<file path="config.mk">
export PLATFORM = sky130hd
export DESIGN_NAME = player_input_sequencer_flat
export DESIGN_NICKNAME = d
export VERILOG_FILES = /design/src/rtl/player_input_sequencer_pkg.sv /design/src/rtl/player_input_sequencer_if.sv /design/src/rtl/player_input_sequencer_btn_debounce.sv /design/src/rtl/player_input_sequencer.sv /design/src/flat_wrapper.sv
export SDC_FILE = /design/constraint.sdc
export NUM_CORES = 1
export LEC_CHECK = 0
export ABC_AREA = 1
export CAP_MARGIN = 10
export CORE_MARGIN = 2
export CORE_UTILIZATION = 55
export DETAILED_ROUTE_END_ITERATION = 12
export DONT_BUFFER_PORTS = 1
export PLACE_DENSITY = 0.8
export SKIP_LAST_GASP = 1
export SYNTH_ARGS = -nofsm -noshare
export SYNTH_HDL_FRONTEND = slang
export SYNTH_SLANG_ARGS = --single-unit
</file>
<file path="constraint.sdc">
create_clock -name clk -period 3.8 [get_ports clk]
set_input_delay 0.76 -clock clk [delete_from_list [all_inputs] [get_ports clk]]
set_output_delay 0.76 -clock clk [all_outputs]
set_load 0.02 [all_outputs]
</file>
<file path="src/rtl/player_input_sequencer_pkg.sv">
// Shared types and constants for the player input sequencer.
// Holds the channel geometry, FSM state type and the one-hot grant helper.
package game_pkg;

   localparam int N_PLAYERS = 6;
   localparam int SEL_W     = 3;

   typedef enum logic [1:0] {
      S_IDLE,
      S_SETUP,
      S_PULSE,
      S_GAP
   } seq_state_t;

   // Isolates the lowest set bit (two's-complement trick).
   function automatic logic [N_PLAYERS-1:0] lowest_onehot(input logic [N_PLAYERS-1:0] v);
      return v & (~v + N_PLAYERS'(1));
   endfunction

endpackage

</file>
<file path="src/rtl/player_input_sequencer_if.sv">
// Button/choice inputs and strobe/data outputs of the player input sequencer.
// master drives the raw buttons and choices; slave is the sequencer itself.
interface player_input_sequencer_if;
   import game_pkg::*;

   logic [N_PLAYERS-1:0]       btn;
   logic [N_PLAYERS*SEL_W-1:0] sel;
   logic [N_PLAYERS-1:0]       player_clk;
   logic [N_PLAYERS*SEL_W-1:0] player_sel;
   logic                       busy;
   logic [7:0]                 drop_cnt;

   modport master (
      output btn, sel,
      input  player_clk, player_sel, busy, drop_cnt
   );

   modport slave (
      input  btn, sel,
      output player_clk, player_sel, busy, drop_cnt
   );

endinterface

</file>
<file path="src/rtl/player_input_sequencer_btn_debounce.sv">
// One player channel: 2-FF synchroniser on button and choice, debounce counter,
// and a press flag on the edge where the debounced level rises.
module btn_debounce
   import game_pkg::*;
#(
   parameter int DEBOUNCE_CYC = 16
)(
   input  logic             clk,
   input  logic             reset,
   input  logic             btn,
   input  logic [SEL_W-1:0] sel,
   output logic             press,
   output logic [SEL_W-1:0] press_sel
);

   localparam int             CNT_W    = $clog2(DEBOUNCE_CYC);
   localparam logic [CNT_W-1:0] CNT_LAST = CNT_W'(DEBOUNCE_CYC - 1);

   logic             btn_s1_reg;
   logic             btn_s2_reg;
   logic             level_reg;
   logic [CNT_W-1:0] cnt_reg;
   logic [SEL_W-1:0] sel_s1_reg;
   logic [SEL_W-1:0] sel_s2_reg;
   logic             differ;
   logic             settle;

   assign differ = (btn_s2_reg != level_reg);
   // The sample arriving now is the last of DEBOUNCE_CYC differing ones.
   assign settle = differ && (cnt_reg == CNT_LAST);

   always_ff @(posedge clk) begin
      if (reset) begin
         btn_s1_reg <= 1'b0;
         btn_s2_reg <= 1'b0;
         sel_s1_reg <= '0;
         sel_s2_reg <= '0;
         level_reg  <= 1'b0;
         cnt_reg    <= '0;
      end else begin
         btn_s1_reg <= btn;
         btn_s2_reg <= btn_s1_reg;
         sel_s1_reg <= sel;
         sel_s2_reg <= sel_s1_reg;
         if (!differ) begin
            cnt_reg <= '0;
         end else if (settle) begin
            cnt_reg   <= '0;
            level_reg <= btn_s2_reg;
         end else begin
            cnt_reg <= cnt_reg + CNT_W'(1);
         end
      end
   end

   assign press     = settle && btn_s2_reg;
   assign press_sel = sel_s2_reg;

endmodule

</file>
<file path="src/rtl/player_input_sequencer.sv">
// Conditions six player buttons and drives clean, setup-safe strobes to the game core.
// Define SIMUL_PRESS_EN to grant all pending players together instead of lowest-first.
module player_input_sequencer
   import game_pkg::*;
#(
   parameter int DEBOUNCE_CYC = 16,
   parameter int PULSE_CYC    = 2,
   parameter int GAP_CYC      = 2
)(
   input logic                     clk,
   input logic                     reset,
   player_input_sequencer_if.slave bus
);

   localparam int PHASE_MAX = (PULSE_CYC > GAP_CYC) ? PULSE_CYC : GAP_CYC;
   localparam int PH_W      = $clog2(PHASE_MAX) + 1;
   localparam logic [PH_W-1:0] PULSE_LAST = PH_W'(PULSE_CYC - 1);
   localparam logic [PH_W-1:0] GAP_LAST   = PH_W'(GAP_CYC - 1);

   logic [N_PLAYERS-1:0]            press;
   logic [N_PLAYERS-1:0][SEL_W-1:0] press_sel;
   logic [N_PLAYERS-1:0][SEL_W-1:0] cap_sel_reg;
   logic [N_PLAYERS-1:0]            pending_reg;
   logic [N_PLAYERS-1:0]            grant_reg;
   logic [N_PLAYERS-1:0]            take;
   logic [N_PLAYERS-1:0]            merge_vec;
   logic [8:0]                      drop_sum;
   seq_state_t                      state_reg;
   logic [PH_W-1:0]                 phase_cnt_reg;
   logic [N_PLAYERS-1:0]            player_clk_reg;
   logic [N_PLAYERS-1:0][SEL_W-1:0] player_sel_reg;
   logic                            busy_reg;
   logic [7:0]                      drop_cnt_reg;

   generate
      for (genvar gi = 0; gi < N_PLAYERS; gi++) begin : g_chan
         btn_debounce #(
            .DEBOUNCE_CYC(DEBOUNCE_CYC)
         ) u_debounce (
            .clk      (clk),
            .reset    (reset),
            .btn      (bus.btn[gi]),
            .sel      (bus.sel[gi*SEL_W +: SEL_W]),
            .press    (press[gi]),
            .press_sel(press_sel[gi])
         );
      end
   endgenerate

   // Grant set, only meaningful while the FSM sits in IDLE.
   always_comb begin
      take = '0;
      if (state_reg == S_IDLE) begin
`ifdef SIMUL_PRESS_EN
         take = pending_reg;
`else
         take = lowest_onehot(pending_reg);
`endif
      end
   end

   // A press on a channel being granted this cycle is a fresh request, not a merge.
   assign merge_vec = press & pending_reg & ~take;
   assign drop_sum  = {1'b0, drop_cnt_reg} + 9'($countones(merge_vec));

   always_ff @(posedge clk) begin
      if (reset) begin
         pending_reg  <= '0;
         cap_sel_reg  <= '0;
         drop_cnt_reg <= '0;
      end else begin
         pending_reg  <= (pending_reg & ~take) | press;
         drop_cnt_reg <= drop_sum[8] ? 8'hFF : drop_sum[7:0];
         for (int i = 0; i < N_PLAYERS; i++) begin
            if (press[i]) begin
               cap_sel_reg[i] <= press_sel[i];
            end
         end
      end
   end

   always_ff @(posedge clk) begin
      if (reset) begin
         state_reg      <= S_IDLE;
         grant_reg      <= '0;
         phase_cnt_reg  <= '0;
         player_clk_reg <= '0;
         player_sel_reg <= '0;
         busy_reg       <= 1'b0;
      end else begin
         case (state_reg)
            S_IDLE: begin
               if (|take) begin
                  grant_reg <= take;
                  for (int i = 0; i < N_PLAYERS; i++) begin
                     if (take[i]) begin
                        player_sel_reg[i] <= cap_sel_reg[i];
                     end
                  end
                  busy_reg  <= 1'b1;
                  state_reg <= S_SETUP;
               end
            end
            S_SETUP: begin
               player_clk_reg <= grant_reg;
               phase_cnt_reg  <= '0;
               state_reg      <= S_PULSE;
            end
            S_PULSE: begin
               if (phase_cnt_reg == PULSE_LAST) begin
                  player_clk_reg <= '0;
                  phase_cnt_reg  <= '0;
                  state_reg      <= S_GAP;
               end else begin
                  phase_cnt_reg <= phase_cnt_reg + PH_W'(1);
               end
            end
            S_GAP: begin
               if (phase_cnt_reg == GAP_LAST) begin
                  busy_reg  <= 1'b0;
                  state_reg <= S_IDLE;
               end else begin
                  phase_cnt_reg <= phase_cnt_reg + PH_W'(1);
               end
            end
            default: begin
               state_reg <= S_IDLE;
            end
         endcase
      end
   end

   assign bus.player_clk = player_clk_reg;
   assign bus.player_sel = player_sel_reg;
   assign bus.busy       = busy_reg;
   assign bus.drop_cnt   = drop_cnt_reg;

endmodule

</file>
<file path="src/flat_wrapper.sv">
// flat-port wrapper written by rule: the top's interface ports become plain ports
module player_input_sequencer_flat import game_pkg::*;
#(
   parameter int DEBOUNCE_CYC = 16,
   parameter int PULSE_CYC    = 2,
   parameter int GAP_CYC      = 2
)
  (clk, reset, bus_btn, bus_sel, bus_player_clk, bus_player_sel, bus_busy, bus_drop_cnt);
  player_input_sequencer_if bus_i ();
  input logic clk;
  input logic reset;
  input wire logic [$bits(bus_i.btn)-1:0] bus_btn;
  input wire logic [$bits(bus_i.sel)-1:0] bus_sel;
  output wire logic [$bits(bus_i.player_clk)-1:0] bus_player_clk;
  output wire logic [$bits(bus_i.player_sel)-1:0] bus_player_sel;
  output wire logic [$bits(bus_i.busy)-1:0] bus_busy;
  output wire logic [$bits(bus_i.drop_cnt)-1:0] bus_drop_cnt;
  assign bus_i.btn = bus_btn;
  assign bus_i.sel = bus_sel;
  assign bus_player_clk = bus_i.player_clk;
  assign bus_player_sel = bus_i.player_sel;
  assign bus_busy = bus_i.busy;
  assign bus_drop_cnt = bus_i.drop_cnt;
  player_input_sequencer #(.DEBOUNCE_CYC(DEBOUNCE_CYC), .PULSE_CYC(PULSE_CYC), .GAP_CYC(GAP_CYC)) u_core (.clk(clk), .reset(reset), .bus(bus_i));
endmodule
</file>
== Word-level counts from Yosys, hierarchy flattened ==
Index checks and enable logic that the tools add are counted.

* $add $sub $neg: 14
* $mul: 0
* Div/mod/pow operators: 0
* Order comparisons: 0
* Equality and inequality tests: 20
* Shift-type cells: 0
* Multiplexer cells: 14
* Bitwise logic cells: 13
* Reduce and logical (&&, ||, !) cells: 40

{| class="wikitable"
|+ Operators with widths
! kind !! count
|-
| $add A4 B1 Y4 const B || 6
|-
| $and A6 B6 Y6 || 4
|-
| $eq A4 B4 Y1 const B || 6
|-
| $reduce_and A3 Y1 || 8
|-
| $add A9 B9 Y9 || 2
|-
| $reduce_and A2 Y1 || 9
|-
| $reduce_or A3 Y1 || 6
|-
| $logic_and A1 B1 Y1 || 12
|-
| $mux W6 || 2
|-
| $not A6 Y6 || 2
|-
| $pmux W6 S2 || 1
|-
| $mux W2 || 5
|-
| $add A8 B9 Y9 || 1
|-
| $mux W8 || 1
|-
| $pmux W2 S4 || 1
|-
| $add A1 B1 Y2 || 3
|-
| $add A6 B1 Y6 const B || 1
|-
| $ne A1 B1 Y1 || 6
|-
| $not A1 Y1 || 6
|-
| $or A6 B6 Y6 || 1
|-
| $pmux W2 S3 || 1
|-
| $reduce_or A6 Y1 || 1
|-
| $eq A2 B1 Y1 const B || 2
|-
| $eq A2 B2 Y1 const B || 2
|-
| 8 further kinds || 12
|}

* Flip-flop bits (word level): 145
* Bits in latches: 0
* Bits in writable memories: 0
* Bits in read-only memories: 0
* Input bits: 26
* Output and inout port bits: 33
* Logic and storage cells: 156
* Memories: 0

== Logic depth before layout (Yosys ltp) ==
* Depth in word-level cells: 11
* Gate-level depth with buffers: 20

== Modules after synthesis ==
A second synthesis with hierarchy kept.

* Cells, all modules: 674
* Area, all modules: 5595.4 um^2

{| class="wikitable"
|+ Modules (own cells, without submodules)
! module !! times used !! cells each !! area an instance (um^2) !! sequential area each (um^2)
|-
| player_input_sequencer || 1 || 356 || 2847.7 || 1341.3
|-
| btn_debounce || 6 || 53 || 457.9 || 260.2
|}

== Worst setup path after synthesis ==
OpenSTA, ideal clock, no wires.

* Path kind: register -> register
* Start point: register u_core.state_reg[0]
* End point: register u_core.drop_cnt_reg[7] (netlist: u_core.bus.drop_cnt[7])
* Data arrival time: 3.405 ns
* Required time: 3.668 ns
* Path slack: 0.263 ns
* Cell stages (with the launch flop): 20
* Clock period less this slack: 3.537 ns
* Cells stage by stage: dfxtp_1 > inv_1 > ha_1 > inv_1 > nor3_1 > inv_1 > nand2_1 > nor2_1 > ha_1 > inv_1 > fa_1 > inv_1 > fa_1 > ha_1 > fa_1 > nand2_1 > nand2_1 > nand3_1 > xor2_1 > a21oi_1

* Longest elaborated chain between the ends: 9
* Elaborated cells on any way between the ends: 11

{| class="wikitable"
|+ Ends and longest elaborated chain
! item !! RTL line !! RTL
|-
| from (decl) || player_input_sequencer.sv:28 || <nowiki>seq_state_t state_reg;</nowiki>
|-
| from (signal assigned) || player_input_sequencer.sv:84 || <nowiki>state_reg <= S_IDLE;</nowiki>
|-
| from (signal assigned) || player_input_sequencer.sv:101 || <nowiki>state_reg <= S_SETUP;</nowiki>
|-
| from (signal assigned) || player_input_sequencer.sv:107 || <nowiki>state_reg <= S_PULSE;</nowiki>
|-
| $logic_not A2 Y1 (*) || player_input_sequencer.sv:53 || <nowiki>if (state_reg == S_IDLE) begin</nowiki>
|-
| $mux W6 (*) || player_input_sequencer.sv:53 ||
|-
| $not A6 Y6 (*) || player_input_sequencer.sv:63 || <nowiki>assign merge_vec = press & pending_reg & ~take;</nowiki>
|-
| $and A6 B6 Y6 (*) || player_input_sequencer.sv:63 ||
|-
| $add A1 B1 Y2 (implied by the code) || player_input_sequencer.sv:64 || <nowiki>assign drop_sum = {1'b0, drop_cnt_reg} + 9'($countones(merge_vec));</nowiki>
|-
| $add A9 B9 Y9 (implied by the code) || player_input_sequencer.sv:64 ||
|-
| $add A9 B9 Y9 (implied by the code) (*) || player_input_sequencer.sv:64 ||
|-
| $add A8 B9 Y9 (*) || player_input_sequencer.sv:64 ||
|-
| $mux W8 (*) || player_input_sequencer.sv:73 || <nowiki>drop_cnt_reg <= drop_sum[8] ? 8'hFF : drop_sum[7:0];</nowiki>
|-
| to (signal assigned) || player_input_sequencer.sv:73 ||
|-
| to (decl) || player_input_sequencer.sv:33 || <nowiki>logic [7:0] drop_cnt_reg;</nowiki>
|}

Every way passes the cells marked *; elsewhere a longest branch is shown, timed or not.
A chain may end at the register's enable or synchronous reset.

== Final worst setup path ==
* Start point: register u_core.state_reg[0]
* End point: register u_core.drop_cnt_reg[5] (netlist: u_core.bus.drop_cnt[5])

Same word-level chain as after synthesis.

==> run summary <==
The analysis attributes to net switching a power of 0.000875 W. The worst-case vdd ir drop came out at 0.000316 V. Clock skew on the completed layout was measured at 0.0104 ns.

Each instance of the synthesized netlist takes up on average 8.36 um^2. The async set or reset register ratio after synthesis is 0%. The maximum fanout along the worst path is 6. The run gives 0 as the max-slew violation total from the final report.

Measured against its own limit, the worst slew margin works out to 31.8%. Pin placement for this block handled 59 I/O pins. The standard cell core area is 0.00933 mm^2. Tracing the worst setup path back leads to its startpoint at u_core.state_reg[0]$_SDFFE_PP0P_.

The via count of the first global-routing pass is 3933. By count the netlist is led by 161 x nor2_1, 145 x dfxtp_1, 103 x inv_1. TritonCTS built the clock tree.

Of the post-synthesis cell area, the dominant cell type holds 54.4%. The post-synth net total is 689, and the iteration-0 DRC count of the detailed router is 141. The run gives 0.00249 W as the internal power consumption. The die is 102 um wide. At the pin with the least slew margin, the transition time is 1.02 ns.

The relative contribution of sequential cells to total power was 47.7%; the number of input and output port buffers inserted was 0. The smallest clock period supported by the final layout is computed as 3.56 ns. For the placed wire-length estimate, the log shows 6.71 mm. In this run the worst hold path is classified as in2reg. For the number of buffers added to fix hold violations after cts, the log shows 0.

The Yosys step of the flow raised 0 warnings. Element type at the critical path start: a register. Setup violations remaining at the end of the flow were counted as 0. The post-CTS clock slew at the launch and capture registers of the worst setup and hold paths is 0.06 ns.

Cells with a size suffix above 1 make up 8.57% of the layout. Across the run, the number of max-cap violations was 0. The clock latency of the later-clocked register in the worst-skew pair came out at 0.52 ns.

The worst path uses 93.7% of the clock period. The post-synthesis instance total was 638. The logs give 3.95 ns for the critical path data arrival time and 4 for the first-pass iteration count of the detailed router. The final layout contains 703 nets. 0 antenna diodes ended up in the layout. The global placement routability congestion is 0.814.

In the routed layout, each cell is associated on average with a via count of 4.97. The total global routing overflow was 0. Overall power after layout: 0.00337 W. After detailed routing, the average wire length per cell comes to 12.7 um. The longest clock path from root to sink contains 2 buffers.

The worst setup path is captured at a register. The final hold violation count was 0. The leakage dissipation was 2.67 nW.

From synthesis to final layout, the design area changed by 13.5%. Clock root buffer master: clkbuf_8. Clock tree synthesis found a total of 145 sinks.

TritonCTS created 17 clock buffers. The register with the most flip-flops in the layout has 24 of them. Of the total power, combinational logic draws 9.5%. By area the synthesized netlist is led by dfxtp_1 54%, nor2_1 11%, inv_1 7.3%. The run gives 0.300 ns as the final hold slack.

The total detailed-routing wirelength was 10.0 mm. The post-synthesis cell type with the largest combined area was dfxtp_1. The post-route setup TNS was 0 ns.

In the synthesized netlist the dominant register cell turns out to be dfxtp_1. Total vias in the final route: 3948. The maximum number of pins on one net before global-route repair was 76. Net switching is 26.0% of the power.

After synthesis, the netlist uses 27 different library cells. The clock network is responsible for 42.8% of the overall power. For this design the ratio of total power to cell area is 557 mW/mm^2.

The logs give 54.4% for the part of the Yosys area used for sequential elements and 57.2% for the effective utilization at floorplan. The first global-routing pass estimated 16.8 mm of wire. The number of H-tree levels is 4, and the cell area after synthesis is 0.00533 mm^2. The run finished with clean final reports.

Yosys mapped a number of flops with a built-in enable equal to 0. The beginning of the worst hold path is reset. The die covers 0.0105 mm^2. Yosys instantiated no cell more often than nor2_1.

For this run, the total global-route usage over all layers was measured as 20.6%. The run gives 0 as the detailed-route DRC error count. The required time at the worst-slack endpoint is 4.20 ns, and the initial antenna violation count is 0. The worst setup path is of the reg2reg kind. The register bit total from synthesis is 145, and the cell row count is 35. The die outline height was 102 um. The worst register-to-register path begins at u_core.state_reg[0]$_SDFFE_PP0P_. The post-detailed-route count of antenna-violating nets was 0.

The fmax is 0.281 GHz.
## path summary, 6_finish.rpt
| check | to | slack (ns) | cells after the start |
|---|---|---|---|
| setup reg to reg | u_core.bus.drop_cnt[5]$_SDFF_PP0_ | 0.24 | 17 |
| hold reg to reg | u_core.g_chan[1].u_debounce.press_sel[1]$_SDFF_PP0_ | 0.40 | 2 |
| setup / recovery | u_core.bus.drop_cnt[5]$_SDFF_PP0_ | 0.24 | 17 |
| hold / removal | u_core.g_chan[4].u_debounce.btn_s1_reg$_SDFF_PP0_ | 0.30 | 1 |
## kinds of logic after synthesis
| family | synth area share, % |
|---|---|
| adder cells (fa/ha/maj) | 6.43 |
| flip-flops | 54.4 |
| AO/OA/AOI/OAI | 8.31 |
| XOR/XNOR | 3.61 |
| AND/OR/NAND/NOR | 18.7 |
| buffers and inverters | 8.52 |
## critical path, stage by stage, from the launching register on
cell,delay (ns)
dfxtp_1,0.35
inv_2,0.13
ha_4,0.18
nand2_1,0.09
nor2_1,0.11
nand2_2,0.09
nand2_1,0.08
nor2_1,0.04
ha_1,0.21
fa_1,0.58
fa_1,0.43
ha_1,0.24
fa_1,0.41
nand2_1,0.10
nand2_1,0.06
nand2_1,0.07
xor2_1,0.17
a21oi_1,0.09
## power groups by stage
stage / combinational (W) / sequential, W / clock (W)
4_1_cts: 0.000295 / 0.00160 / 0.00147
3_3_place_gp: 0.000268 / 0.00163 / 0
5_1_grt: 0.000369 / 0.00161 / 0.00153
6_report: 0.000320 / 0.00161 / 0.00144
3_5_place_dp: 0.000284 / 0.00164 / 0
2_1_floorplan: 0.000241 / 0.00163 / 0
## through the flow
stage / area [um^2] / std cells / util, % / setup slack [ns]
CTS: 6000 / 791 / 64.3 / 0.0629
global placement: 5480 / 759 / 58.7 / 0.208
floorplan: 5330 / 638 / - / 0.263
detailed placement: 5480 / 759 / 58.7 / 0.0109
global route: 6050 / 794 / 64.9 / -0.00296
finish: 6050 / 794 / 64.9 / 0.241
## metal layers
layer / vias up / routed length (um) / track usage, %
li1: 2016 / - / -
met1: 1822 / 4340 / 22.8
met2: 100 / 5080 / 36.6
met3: 10 / 520 / 6.50
met4: 0 / 104 / 8.51
met5: - / 0 / 0
## cell type report
class	count	area, um^2
Clock buffer	19	432
Sequential cell	145	2900
Tap cell	129	161
Fill cell	771	3270
Timing Repair Buffer	9	67.6
Multi-Input combinational cell	375	2010
Inverter	104	390
Clock inverter	13	90.1
## layout by cell type, fill, tap and decap left out, types with 5 or more instances in the layout
master / netlist / routed
buf_4: 1 / 9
xnor2_1: 8 / 8
o21ai_0: 45 / 45
nand4_1: 7 / 7
clkinv_2: 0 / 5
nor2_2: 1 / 5
nand2_1: 30 / 30
a21oi_1: 37 / 37
nand3_1: 36 / 36
xor2_1: 14 / 14
inv_1: 103 / 100
clkbuf_16: 0 / 16
nor2_1: 161 / 156
ha_1: 21 / 20
dfxtp_1: 145 / 145
## repair_timing
action | in CTS | in global routing
hold endpoints to repair | 0 | 0
setup endpoints to repair | 1 | 4
pin swaps | 0 | 3
gates cloned | 0 | 0
gates resized for setup | 1 | 11
setup buffers | 0 | 3
Power figures use the tool's default switching activity.
